--- src/rtl/fifo_rd_stream_adapter.sv ---
// -----------------------------------------------------------------------------
// fifo_rd_stream_adapter
//
// Read-domain consumer of the async FIFO read pointer block. It issues read
// requests (r_en) whenever the FIFO is non-empty and there is room for the
// returning word. Registered RAM read data is caught in a 2-entry buffer, and
// the buffer is presented downstream as a valid/ready stream at one word per
// cycle. A read is never issued while r_empty is high, so the pointer block
// cannot underflow.
//
// Read latency: r_en in cycle N -> rdata captured at end of N+1 -> m_valid in N+2.
//
// Ports
//   rclk     in   1      read-domain clock
//   rrst     in   1      asynchronous active-low reset
//   r_empty  in   1      FIFO empty flag from the read pointer block
//   r_en     out  1      read request (combinational from r_empty, m_ready, state)
//   rdata    in   DATA   RAM read data, valid the cycle after an accepted r_en
//   m_data   out  DATA   stream data (head of buffer)
//   m_valid  out  1      stream valid
//   m_ready  in   1      stream ready from downstream
//   level    out  2      buffered word count 0..2 (excludes the in-flight read)
//
// Optional feature (macro FIFO_RD_PARITY_EN)
//   rpar     in   1      even parity over rdata, same timing as rdata
//   m_perr   out  1      parity error flag of the word on m_data, qualified by m_valid
// -----------------------------------------------------------------------------
module fifo_rd_stream_adapter #(
    parameter int DATA = 6,
    parameter int ADDR = 6   // pointer width incl. wrap bit; sizing reference only
) (
    input  logic            rclk,
    input  logic            rrst,
    input  logic            r_empty,
    output logic            r_en,
    input  logic [DATA-1:0] rdata,
`ifdef FIFO_RD_PARITY_EN
    input  logic            rpar,
    output logic            m_perr,
`endif
    output logic [DATA-1:0] m_data,
    output logic            m_valid,
    input  logic            m_ready,
    output logic [1:0]      level
);

    // A pointer needs at least one address bit plus the wrap bit.
    if (ADDR < 2) begin : g_addr_check
        $error("fifo_rd_stream_adapter: ADDR must be at least 2");
    end

    typedef enum logic [1:0] {
        EMPTY = 2'd0,
        ONE   = 2'd1,
        TWO   = 2'd2
    } level_e;

    level_e          level_q, level_d;
    logic            inflight_q, inflight_d;
    logic            m_valid_q, m_valid_d;
    logic [DATA-1:0] slot0_q, slot0_d;
    logic [DATA-1:0] slot1_q, slot1_d;
`ifdef FIFO_RD_PARITY_EN
    logic            perr0_q, perr0_d;
    logic            perr1_q, perr1_d;
    logic            perr_in;
`endif

    logic            pop;
    logic            land;
    logic [1:0]      occ;

    // NOTE: combinational logic uses blocking '=', flops use non-blocking '<='
    //       so every flop samples the pre-edge value of every other flop.
    always_comb begin
        pop  = m_valid_q & m_ready;
        land = inflight_q;
        // Words already committed: buffered plus the read still in flight.
        occ  = 2'(level_q) + {1'b0, inflight_q};
        // A full commitment (2) may still read when the head leaves this cycle.
        r_en = rrst & ~r_empty & ((occ <= 2'd1) | ((occ == 2'd2) & pop));
    end

`ifdef FIFO_RD_PARITY_EN
    assign perr_in = ^{rdata, rpar};
`endif

    always_comb begin
        // NOTE: every signal gets a default first so no path leaves it
        //       unassigned, which would otherwise infer a latch.
        level_d    = level_q;
        slot0_d    = slot0_q;
        slot1_d    = slot1_q;
        inflight_d = r_en;
`ifdef FIFO_RD_PARITY_EN
        perr0_d    = perr0_q;
        perr1_d    = perr1_q;
`endif
        unique case (level_q)
            EMPTY: begin
                if (land) begin
                    level_d = ONE;
                    slot0_d = rdata;
`ifdef FIFO_RD_PARITY_EN
                    perr0_d = perr_in;
`endif
                end
            end
            ONE: begin
                if (land && !pop) begin
                    level_d = TWO;
                    slot1_d = rdata;
`ifdef FIFO_RD_PARITY_EN
                    perr1_d = perr_in;
`endif
                end else if (!land && pop) begin
                    level_d = EMPTY;
                end else if (land && pop) begin
                    slot0_d = rdata;
`ifdef FIFO_RD_PARITY_EN
                    perr0_d = perr_in;
`endif
                end
            end
            TWO: begin
                // The read rule never lets a word land while both slots are full.
                if (pop) begin
                    level_d = ONE;
                    slot0_d = slot1_q;
`ifdef FIFO_RD_PARITY_EN
                    perr0_d = perr1_q;
`endif
                end
            end
            default: level_d = EMPTY;
        endcase
        m_valid_d = (level_d != EMPTY);
    end

    // NOTE: the buffer slots are reset along with the control state so that
    //       m_data reads 0 out of reset and no stale word survives a reset.
    always_ff @(posedge rclk or negedge rrst) begin
        if (!rrst) begin
            level_q    <= EMPTY;
            inflight_q <= 1'b0;
            m_valid_q  <= 1'b0;
            slot0_q    <= '0;
            slot1_q    <= '0;
`ifdef FIFO_RD_PARITY_EN
            perr0_q    <= 1'b0;
            perr1_q    <= 1'b0;
`endif
        end else begin
            level_q    <= level_d;
            inflight_q <= inflight_d;
            m_valid_q  <= m_valid_d;
            slot0_q    <= slot0_d;
            slot1_q    <= slot1_d;
`ifdef FIFO_RD_PARITY_EN
            perr0_q    <= perr0_d;
            perr1_q    <= perr1_d;
`endif
        end
    end

    assign m_valid = m_valid_q;
    assign m_data  = slot0_q;
    assign level   = level_q;
`ifdef FIFO_RD_PARITY_EN
    assign m_perr  = perr0_q & m_valid_q;
`endif

endmodule
--- config.mk ---
export PLATFORM = sky130hd
export DESIGN_NAME = fifo_rd_stream_adapter
export DESIGN_NICKNAME = d
export VERILOG_FILES = /design/src/rtl/fifo_rd_stream_adapter.sv
export SDC_FILE = /design/constraint.sdc
export NUM_CORES = 1
export LEC_CHECK = 0
export ABC_AREA = 1
export CORE_UTILIZATION = 45
export CTS_CLUSTER_SIZE = 40
export DETAILED_ROUTE_END_ITERATION = 7
export PLACE_DENSITY = 0.85
export RECOVER_POWER = 50
export REMOVE_ABC_BUFFERS = 1
export SYNTH_ARGS = -nofsm -noshare
export SYNTH_HDL_FRONTEND = slang
export SYNTH_SLANG_ARGS = --single-unit
--- constraint.sdc ---
create_clock -name rclk -period 2.2 [get_ports rclk]
set_clock_uncertainty 0.05 [all_clocks]
set_input_delay 0.55 -clock rclk [delete_from_list [all_inputs] [get_ports rclk]]
set_output_delay 0.55 -clock rclk [all_outputs]
set_load 0.02 [all_outputs]
==> flow_metrics.py, run 1 <==
metrics = {
    "synth": {
        "synth-seq-area-share_pct": 50.4,
        "synth-compound-area-share_pct": 4.41,
        "synthXorXnorAreaFrac_pct": 1.10,
        "synth_simple_gate_area_share_pct": 38.1,
        "syn-cell-area_um2": 795,
        "synth_top_area_share_pct": 50.4,
        "synth_area_leader_cell": "dfrtp_1",
        "ys_types": 16,
        "yosys_warnings": 0,
        "yosys_register_bits": 16,
        "synthAdderAreaFrac_pct": 3.15,
        "avgSynthCellArea_um2": 7.71,
        "synthMuxAreaShare_pct": 0,
        "synthCells": 103,
        "synth_area_leaders": "dfrtp_1 (50%), nand2_1 (24%), nand3_1 (5.7%), o21ai_0 (3.8%), ha_1 (3.1%)",
        "synth_top_family_by_area": "simple AND/OR/NAND/NOR gates",
    },
    "clock_tree": {
        "clock-root-buffer": "clkbuf_4",
        "htree_num_levels": 1,
        "clock_path_buffers": 2,
        "postCtsHoldBufs": 0,
        "clock_latency_ns": 0.29,
        "clk_pin_slew_ns": 0.09,
        "cts_tree": "built",
        "cts_buffers": 3,
        "cts_sinks": 16,
    },
    "cells_and_area": {
        "fin_cells": 150,
        "area_delta_synth_final_pct": 42.0,
        "fin_area_mm2": 0.00113,
        "layout.nets": 147,
        "n_antenna_cell": 0,
        "drive_gt1_share_pct": 17.2,
    },
    "routing": {
        "dr.pass1.iters": 8,
        "routed_wl_um": 1810,
        "routedWlPerCell_um": 12.1,
        "vias": 778,
        "first_iter_violations": 32,
        "drc_errors": 2,
        "routed_via_density": 5.19,
        "drt.antenna.violating_nets": 0,
    },
    "power": {
        "power_leakage_nw": 0.583,
        "vdd_drop_max_mv": 0.810,
        "p_per_area_mw_per_mm2": 1270,
    },
    "critical_path": {
        "criticalPathCategory": "reg2out",
        "cpLargestDelayFamily": "flip-flops",
        "reg2reg_depth": 6,
        "crit_required_ns": 1.60,
        "cp_cell_sequence": "inv_2 -> ha_1 -> or2_4 -> a21oi_4 -> buf_6",
        "cp_num_cells": 5,
        "setup.worst_path.end_class": "primary output",
        "r2r_start": "level[1]$_DFF_PN0_",
        "crit_fanout": 2,
        "r2r_setup_slack_ns": 0.72,
        "critical_path.max_stage_delay_ns": 0.39,
        "crit_path_top_delay_cell": "dfrtp_1",
        "r2r_end": "slot1_q[3]$_DFFE_PN0P_",
        "crit_buf_inv": 2,
        "start_kind": "flop",
        "worstPathArrival_ns": 1.55,
    },
    "run_status": {
        "failed_checks": "design-rule violations",
        "outcome": "finished with violations",
    },
    "floorplanning": {
        "fp.dieH_um": 44.0,
        "ioPinCount": 20,
        "die_w_um": 44.0,
        "start_util_pct": 50.4,
        "placementRows": 14,
        "core-area_mm2": 0.00158,
        "die-area_mm2": 0.00194,
    },
    "timing": {
        "relSlewSlack_pct": 43.5,
        "hold_viol": 0,
        "finalSetupViolCount": 0,
        "fmax_mhz": 464,
        "holdWs_ns": 0.462,
        "rsz0062_at_grt": "false",
        "min_period_ns": 2.15,
        "worst_pin_slew_ns": 0.847,
        "finalCritPeriodShare_pct": 97.9,
        "slew_viol_final": 0,
    },
    "global_routing": {
        "grt_pass1_vias": 742,
        "grt_first_pass_wirelength_um": 3050,
        "grt_overflow": 0,
        "grt_antenna_before_repair": 0,
        "track_usage_pct": 21.7,
        "grt_max_degree": 17,
    },
    "placed_design": {
        "hpwl_um": 1290,
        "dp_cells": 146,
        "port_buffers": 19,
        "gp_routability_congestion": 0.820,
        "placed_area_mm2": 0.00106,
    },
    "hold_path": {
        "hold_end": "slot1_q[0]$_DFFE_PN0P_",
        "hold_path_class": "reg2reg",
        "whs_path_depth": 2,
        "min_from": "slot1_q[0]$_DFFE_PN0P_",
    },
    "flow_run": {
        "cap_violations": 0,
    },
}
-- kinds of logic after synthesis --
group           Yosys count
simple gates             71
flops                    16
compound gates            7
buf+inv                   6
fa+ha+maj                 2
xor+xnor                  1
-- worst max path at each step --
stage / end / slack [ns] / from
after global routing: r_en / 0.003 / inflight_q$_DFF_PN0_
after detailed placement: r_en / -0.59 / m_ready
final: r_en / 0.05 / inflight_q$_DFF_PN0_
after global placement: r_en / -0.54 / m_ready
after floorplan: r_en / -0.02 / level[0]$_DFF_PN0_
after CTS: r_en / 0.0003 / inflight_q$_DFF_PN0_
-- cells in the final DEF (no fill, tap or decap), drive strengths merged --
cell	instances
dlygate4sd2	1
nor3	1
ha	2
clkdlybuf4s50	16
a21oi	1
clkbuf	5
buf	8
dfrtp	16
inv	6
or2	1
nand2	53
nand3	10
nor2	6
dlygate4sd3	1
o21ai	6
xor2	1
-- power breakdown --
part	internal (mW)	leakage (nW)	switching [mW]	total, mW
sequential	0.428	0.198	0.0749	0.503
clock	0.101	0.0210	0.0973	0.198
combinational	0.328	0.364	0.409	0.736
total	0.857	0.583	0.581	1.44
-- what timing repair did --
action                                  CTS  global route
pin swaps                                 1             2
buffers inserted                          0             1
endpoints found under the setup margin    1             1
resized for setup                         7             7
-- routing by layer --
layer / up-vias / routed length (µm) / global-route usage, %
li1: 385 / - / -
met1: 369 / 755 / 27.9
met2: 19 / 959 / 34.7
met3: 5 / 53 / 2.45
met4: 0 / 44 / 13.9
met5: - / 0 / 0
-- stage by stage --
step                      TNS (ns)  worst slack, ns  power, mW  utilization [%]
after floorplan            -0.0172          -0.0172      0.892                -
after global placement      -0.542           -0.542       1.18             67.5
after detailed placement    -0.592           -0.592       1.21             67.5
after CTS                        0         0.000257       1.41             69.8
after global routing             0          0.00286       1.55             71.6
final                            0           0.0470       1.44             71.6
-- Yosys cell counts --
cell and number:
a21oi_1 1, dfrtp_1 16, ha_1 2, inv_1 4, inv_2 2, nand2_1 51
nand2_2 2, nand3_1 9, nand3_2 1, nor2_1 4, nor2_2 1, nor2_4 1
nor3_1 1, o21ai_0 6, or2_2 1, xor2_1 1
-- registers in the layout, indices dropped and copies added (netlist names) --
name	count
inflight_q	1
slot1_q	6
m_data	6
level	2
m_valid	1
-- cell type report --
type                            count  area [µm²]
Timing Repair Buffer               27         246
Tap cell                           16        20.0
Clock buffer                        4        36.3
Sequential cell                    16         400
Multi-Input combinational cell     81         403
Fill cell                         113         448
Inverter                            6        22.5
-- worst min-delay path, cell delays in order, from the launching register on --
cell,delay [ns]
dfrtp_1,0.35
o21ai_0,0.08
nand2_1,0.06
Note: power is estimated with default switching activity, not from simulation.
==> run 2: changes to the inputs <==
- PLACE_DENSITY: 0.85 -> 0.84
==> flow_metrics.py, run 2 (same netlist as run 1, synthesis figures left out) <==
metrics = {
    "run_status": {
        "outcome": "finished clean",
    },
    "cells_and_area": {
        "most-common-layout-cells": "nand2_1 (51), dfrtp_1 (16), clkdlybuf4s50_1 (16)",
        "area_delta_synth_final_pct": 38.3,
        "layout.nets": 147,
        "regArea_um2": 400,
        "drive_gt1_share_pct": 16.5,
        "multi_input_area_um2": 390,
        "n_antenna_cell": 0,
        "nFillCells": 128,
        "layout_commonest_cell": "nand2_1",
    },
    "critical_path": {
        "start_kind": "flop",
        "worstPathArrival_ns": 1.53,
        "crit_required_ns": 1.60,
        "crit_fanout": 2,
        "criticalPathCategory": "reg2out",
        "setup.worst_path.end_class": "primary output",
    },
    "global_routing": {
        "met2_usage_pct": 36.5,
        "grt_use_met3_pct": 2.45,
        "grt_max_degree": 17,
        "grt_antenna_before_repair": 0,
        "grt_pass1_vias": 735,
        "grt_busiest_layer": "met2",
        "track_usage_pct": 21.2,
        "grt_overflow": 0,
        "grt_first_pass_wirelength_um": 3030,
        "use_met1_pct": 26.8,
    },
    "floorplanning": {
        "core-area_mm2": 0.00158,
        "die_w_um": 44.0,
        "placementRows": 14,
        "start_util_pct": 50.4,
        "die-area_mm2": 0.00194,
        "fp.dieH_um": 44.0,
        "ioPinCount": 20,
    },
    "timing": {
        "fin_ws_ns": 0.0702,
        "slew_viol_final": 0,
        "finalSetupViolCount": 0,
        "min_period_ns": 2.13,
        "relSlewSlack_pct": 45.6,
        "hold_viol": 0,
        "rsz0062_at_grt": "false",
        "fmax_mhz": 470,
        "worst_pin_slew_ns": 0.816,
        "holdWs_ns": 0.463,
        "finalCritPeriodShare_pct": 96.8,
    },
    "placed_design": {
        "port_buffers": 19,
        "dp_worst_setup_slack_ns": -0.582,
        "hpwl_um": 1300,
        "gp_routability_congestion": 0.830,
    },
    "routing": {
        "dr.pass1.iters": 4,
        "routed_via_density": 4.98,
        "first_iter_violations": 22,
        "routed_wl_um": 1790,
        "drt.antenna.violating_nets": 0,
        "drc_errors": 0,
        "vias": 742,
        "routedWlPerCell_um": 12.0,
    },
    "clock_tree": {
        "clk_pin_slew_ns": 0.09,
        "clock_latency_ns": 0.28,
        "cts_buffers": 3,
        "cts_sinks": 16,
        "clock_path_buffers": 2,
        "htree_num_levels": 1,
        "clock-root-buffer": "clkbuf_4",
        "cts_tree": "built",
    },
    "power": {
        "clock_power_share_pct": 10.6,
        "combPwrFrac_pct": 53.1,
        "power_leakage_nw": 0.574,
        "p_per_area_mw_per_mm2": 1270,
        "p_seq_share_pct": 36.3,
        "swShare_pct": 40.9,
        "p_sw_mw": 0.569,
        "power_mw": 1.39,
        "p_int_mw": 0.822,
        "vdd_drop_max_mv": 0.748,
    },
    "flow_run": {
        "cap_violations": 0,
    },
    "hold_path": {
        "hold_path_class": "reg2reg",
    },
}
[run 2: final cells by class]
type                            instances  share of cell area [%]
Inverter                                6                    2.05
Sequential cell                        16                    36.4
Tap cell                               16                    1.82
Clock buffer                            3                    2.05
Multi-Input combinational cell         81                    35.5
Timing Repair Buffer                   27                    22.1
[run 2: worst paths after layout]
check	from	endpoint	slack (ns)	cells after the start
setup / recovery	level[0]$_DFF_PN0_	r_en	0.07	5
hold / removal	slot1_q[3]$_DFFE_PN0P_	slot1_q[3]$_DFFE_PN0P_	0.46	2
setup reg to reg	m_valid$_DFF_PN0_	m_data[3]$_DFFE_PN0P_	0.85	7
hold reg to reg	slot1_q[3]$_DFFE_PN0P_	slot1_q[3]$_DFFE_PN0P_	0.46	2
max in group asynchronous	rrst	level[0]$_DFF_PN0_	0.74	2
min in group asynchronous	rrst	m_data[2]$_DFFE_PN0P_	0.85	2
[run 2: metal layers]
metal | share of wire, % | vias up
met5 | 0 | -
li1 | - | 386
met1 | 47 | 336
met4 | 1.4 | 0
met2 | 49 | 18
met3 | 2.9 | 2
[run 2: critical path: stages, from the launching register on]
cell and delay [ns]:
dfrtp_1 0.41, inv_2 0.10, ha_4 0.21, or2_4 0.24, a21oi_2 0.15, buf_4 0.15
[run 2: power by group through the flow]
stage / Clock [mW] / Sequential [mW] / Combinational (mW)
2_1_floorplan: 0 / 0.612 / 0.280
3_3_place_gp: 0 / 0.499 / 0.686
3_5_place_dp: 0 / 0.507 / 0.710
4_1_cts: 0.153 / 0.502 / 0.722
5_1_grt: 0.166 / 0.516 / 0.826
6_report: 0.147 / 0.505 / 0.739
[run 2: timing repair]
| item | CTS | global route |
|---|---|---|
| hold buffers | 0 | 0 |
| gates resized for setup | 8 | 2 |
| setup endpoints to repair | 1 | 1 |
| cloned | 0 | 0 |
| pin swaps | 2 | 1 |
| buffers inserted | 0 | 0 |
[run 2: stage by stage]
stage	TNS (ns)	instance area [µm²]	utilization, %	cells
after floorplan	-0.0172	795	-	103
after global placement	-0.541	1060	67.5	146
after detailed placement	-0.582	1060	67.5	146
after CTS	0	1090	69.1	149
after global routing	0	1100	69.7	149
final	0	1100	69.7	149
==> run 3: changes to the inputs <==
- CTS_BUF_LIST: default -> sky130_fd_sc_hd__clkbuf_16
- GPL_TIMING_DRIVEN: default -> 0
==> flow_metrics.py, run 3 (same netlist as run 1, synthesis figures left out) <==
metrics = {
    "run_status": {
        "outcome": "finished clean",
    },
    "cells_and_area": {
        "most-common-layout-cells": "nand2_1 (50), clkdlybuf4s50_1 (16), dfrtp_1 (15)",
        "n_antenna_cell": 0,
        "nFillCells": 118,
        "regArea_um2": 402,
        "drive_gt1_share_pct": 15.4,
        "fin_area_mm2": 0.00112,
        "layout.nets": 143,
        "layout_commonest_cell": "nand2_1",
        "area_delta_synth_final_pct": 40.8,
        "multi_input_area_um2": 378,
    },
    "timing": {
        "fmax_mhz": 474,
        "slew_viol_final": 0,
        "hold_viol": 0,
        "rsz0062_at_grt": "false",
        "relSlewSlack_pct": 72.2,
        "finalSetupViolCount": 0,
        "worst_pin_slew_ns": 0.417,
        "holdWs_ns": 0.272,
        "finalCritPeriodShare_pct": 95.9,
        "min_period_ns": 2.11,
    },
    "floorplanning": {
        "start_util_pct": 50.4,
        "placementRows": 14,
        "die_w_um": 44.0,
        "fp.dieH_um": 44.0,
        "core-area_mm2": 0.00158,
        "die-area_mm2": 0.00194,
        "ioPinCount": 20,
    },
    "critical_path": {
        "cpLargestDelayFamily": "flip-flops",
        "reg2reg_depth": 5,
        "setup.worst_path.end_class": "primary output",
        "r2r_setup_slack_ns": 0.82,
        "r2r_end": "slot1_q[5]$_DFFE_PN0P_",
        "crit_fanout": 3,
        "r2r_start": "level[1]$_DFF_PN0_",
        "criticalPathCategory": "reg2out",
        "crit_required_ns": 1.60,
        "crit_buf_inv": 2,
        "cp_cell_sequence": "inv_2 -> ha_1 -> or2_4 -> a21oi_2 -> buf_4",
        "crit_path_top_delay_cell": "dfrtp_2",
        "worstPathArrival_ns": 1.51,
        "start_kind": "flop",
        "critical_path.max_stage_delay_ns": 0.42,
    },
    "clock_tree": {
        "clock-root-buffer": "clkbuf_16",
        "clock_path_buffers": 2,
        "cts_sinks": 16,
        "postCtsHoldBufs": 0,
        "cts_tree": "built",
        "cts_buffers": 3,
        "htree_num_levels": 1,
        "clk_pin_slew_ns": 0.05,
        "clock_latency_ns": 0.25,
    },
    "global_routing": {
        "grt_max_degree": 18,
        "track_usage_pct": 23.3,
        "grt_first_pass_wirelength_um": 3220,
        "grt_pass1_vias": 738,
        "grt_overflow": 0,
        "grt_antenna_before_repair": 0,
    },
    "routing": {
        "dr.max_layer_used": "met4",
        "wl_met1_um": 864,
        "wl_met2_um": 931,
        "routed_wl_um": 1900,
        "routedWlPerCell_um": 13.0,
        "drc_errors": 0,
        "dr.pass1.iters": 4,
        "wl_met3_um": 60,
        "routed_via_density": 5.20,
        "vias": 759,
        "drt.antenna.violating_nets": 0,
        "first_iter_violations": 9,
    },
    "power": {
        "p_per_area_mw_per_mm2": 1400,
        "vdd_drop_max_mv": 0.980,
        "power_leakage_nw": 0.582,
    },
    "flow_run": {
        "cap_violations": 0,
    },
    "hold_path": {
        "hold_path_class": "in2async",
    },
    "placed_design": {
        "placed_area_mm2": 0.00100,
        "hpwl_um": 1200,
        "gp_routability_congestion": 0.844,
        "port_buffers": 19,
    },
}
==> run 3: worst reg2reg max path, cell delays in order, from the launching register on <==
cell     delay (ns)
dfrtp_1        0.48
inv_2          0.14
nand3_2        0.14
nor2_1         0.33
nand2_1        0.10
nand2_1        0.08
==> run 3: worst max-delay path by stage <==
stage | from | depth (start not counted) | slack, ns | to
floorplan | level[0]$_DFF_PN0_ | 4 | -0.02 | r_en
finish | level[0]$_DFF_PN0_ | 5 | 0.09 | r_en
global route | level[0]$_DFF_PN0_ | 5 | 0.05 | r_en
global placement | rrst | 4 | -0.84 | r_en
CTS | level[0]$_DFF_PN0_ | 5 | 0.01 | r_en
detailed placement | rrst | 4 | -0.84 | r_en
==> run 3: what timing repair did <==
action	CTS	global route
gates resized for setup	12	2
pin swaps	1	1
buffers inserted	3	1
setup endpoints to repair	1	1
==> run 3: routing by layer <==
metal  track usage [%]  vias up
met5                 0        -
met4              13.9        0
met3              2.45        5
met2              37.4       21
met1              30.5      353
li1                  -      380
==> run 3: final cells by class <==
| cell class | count | area share [%] |
|---|---|---|
| Inverter | 6 | 2.01 |
| Multi-Input combinational cell | 81 | 33.8 |
| Timing Repair Buffer | 23 | 19.5 |
| Clock inverter | 1 | 0.336 |
| Tap cell | 16 | 1.79 |
| Sequential cell | 16 | 35.9 |
| Clock buffer | 3 | 6.71 |
==> run 3: stage by stage <==
| step | TNS, ns | instances | utilization, % | power (mW) | setup WS, ns |
|---|---|---|---|---|---|
| 2_1_floorplan | -0.0172 | 103 | - | 0.892 | -0.0172 |
| 3_3_place_gp | -0.836 | 138 | 63.7 | 1.12 | -0.836 |
| 3_5_place_dp | -0.841 | 138 | 63.7 | 1.15 | -0.841 |
| 4_1_cts | 0 | 145 | 70.5 | 1.54 | 0.0115 |
| 5_1_grt | 0 | 146 | 71.0 | 1.67 | 0.0510 |
| 6_report | 0 | 146 | 71.0 | 1.57 | 0.0912 |
==> run 3: report_power, final <==
| part | leakage [nW] | internal (mW) | total [mW] | switching (mW) |
|---|---|---|---|---|
| sequential | 0.197 | 0.432 | 0.523 | 0.0911 |
| combinational | 0.347 | 0.303 | 0.692 | 0.389 |
| clock | 0.0385 | 0.241 | 0.354 | 0.113 |
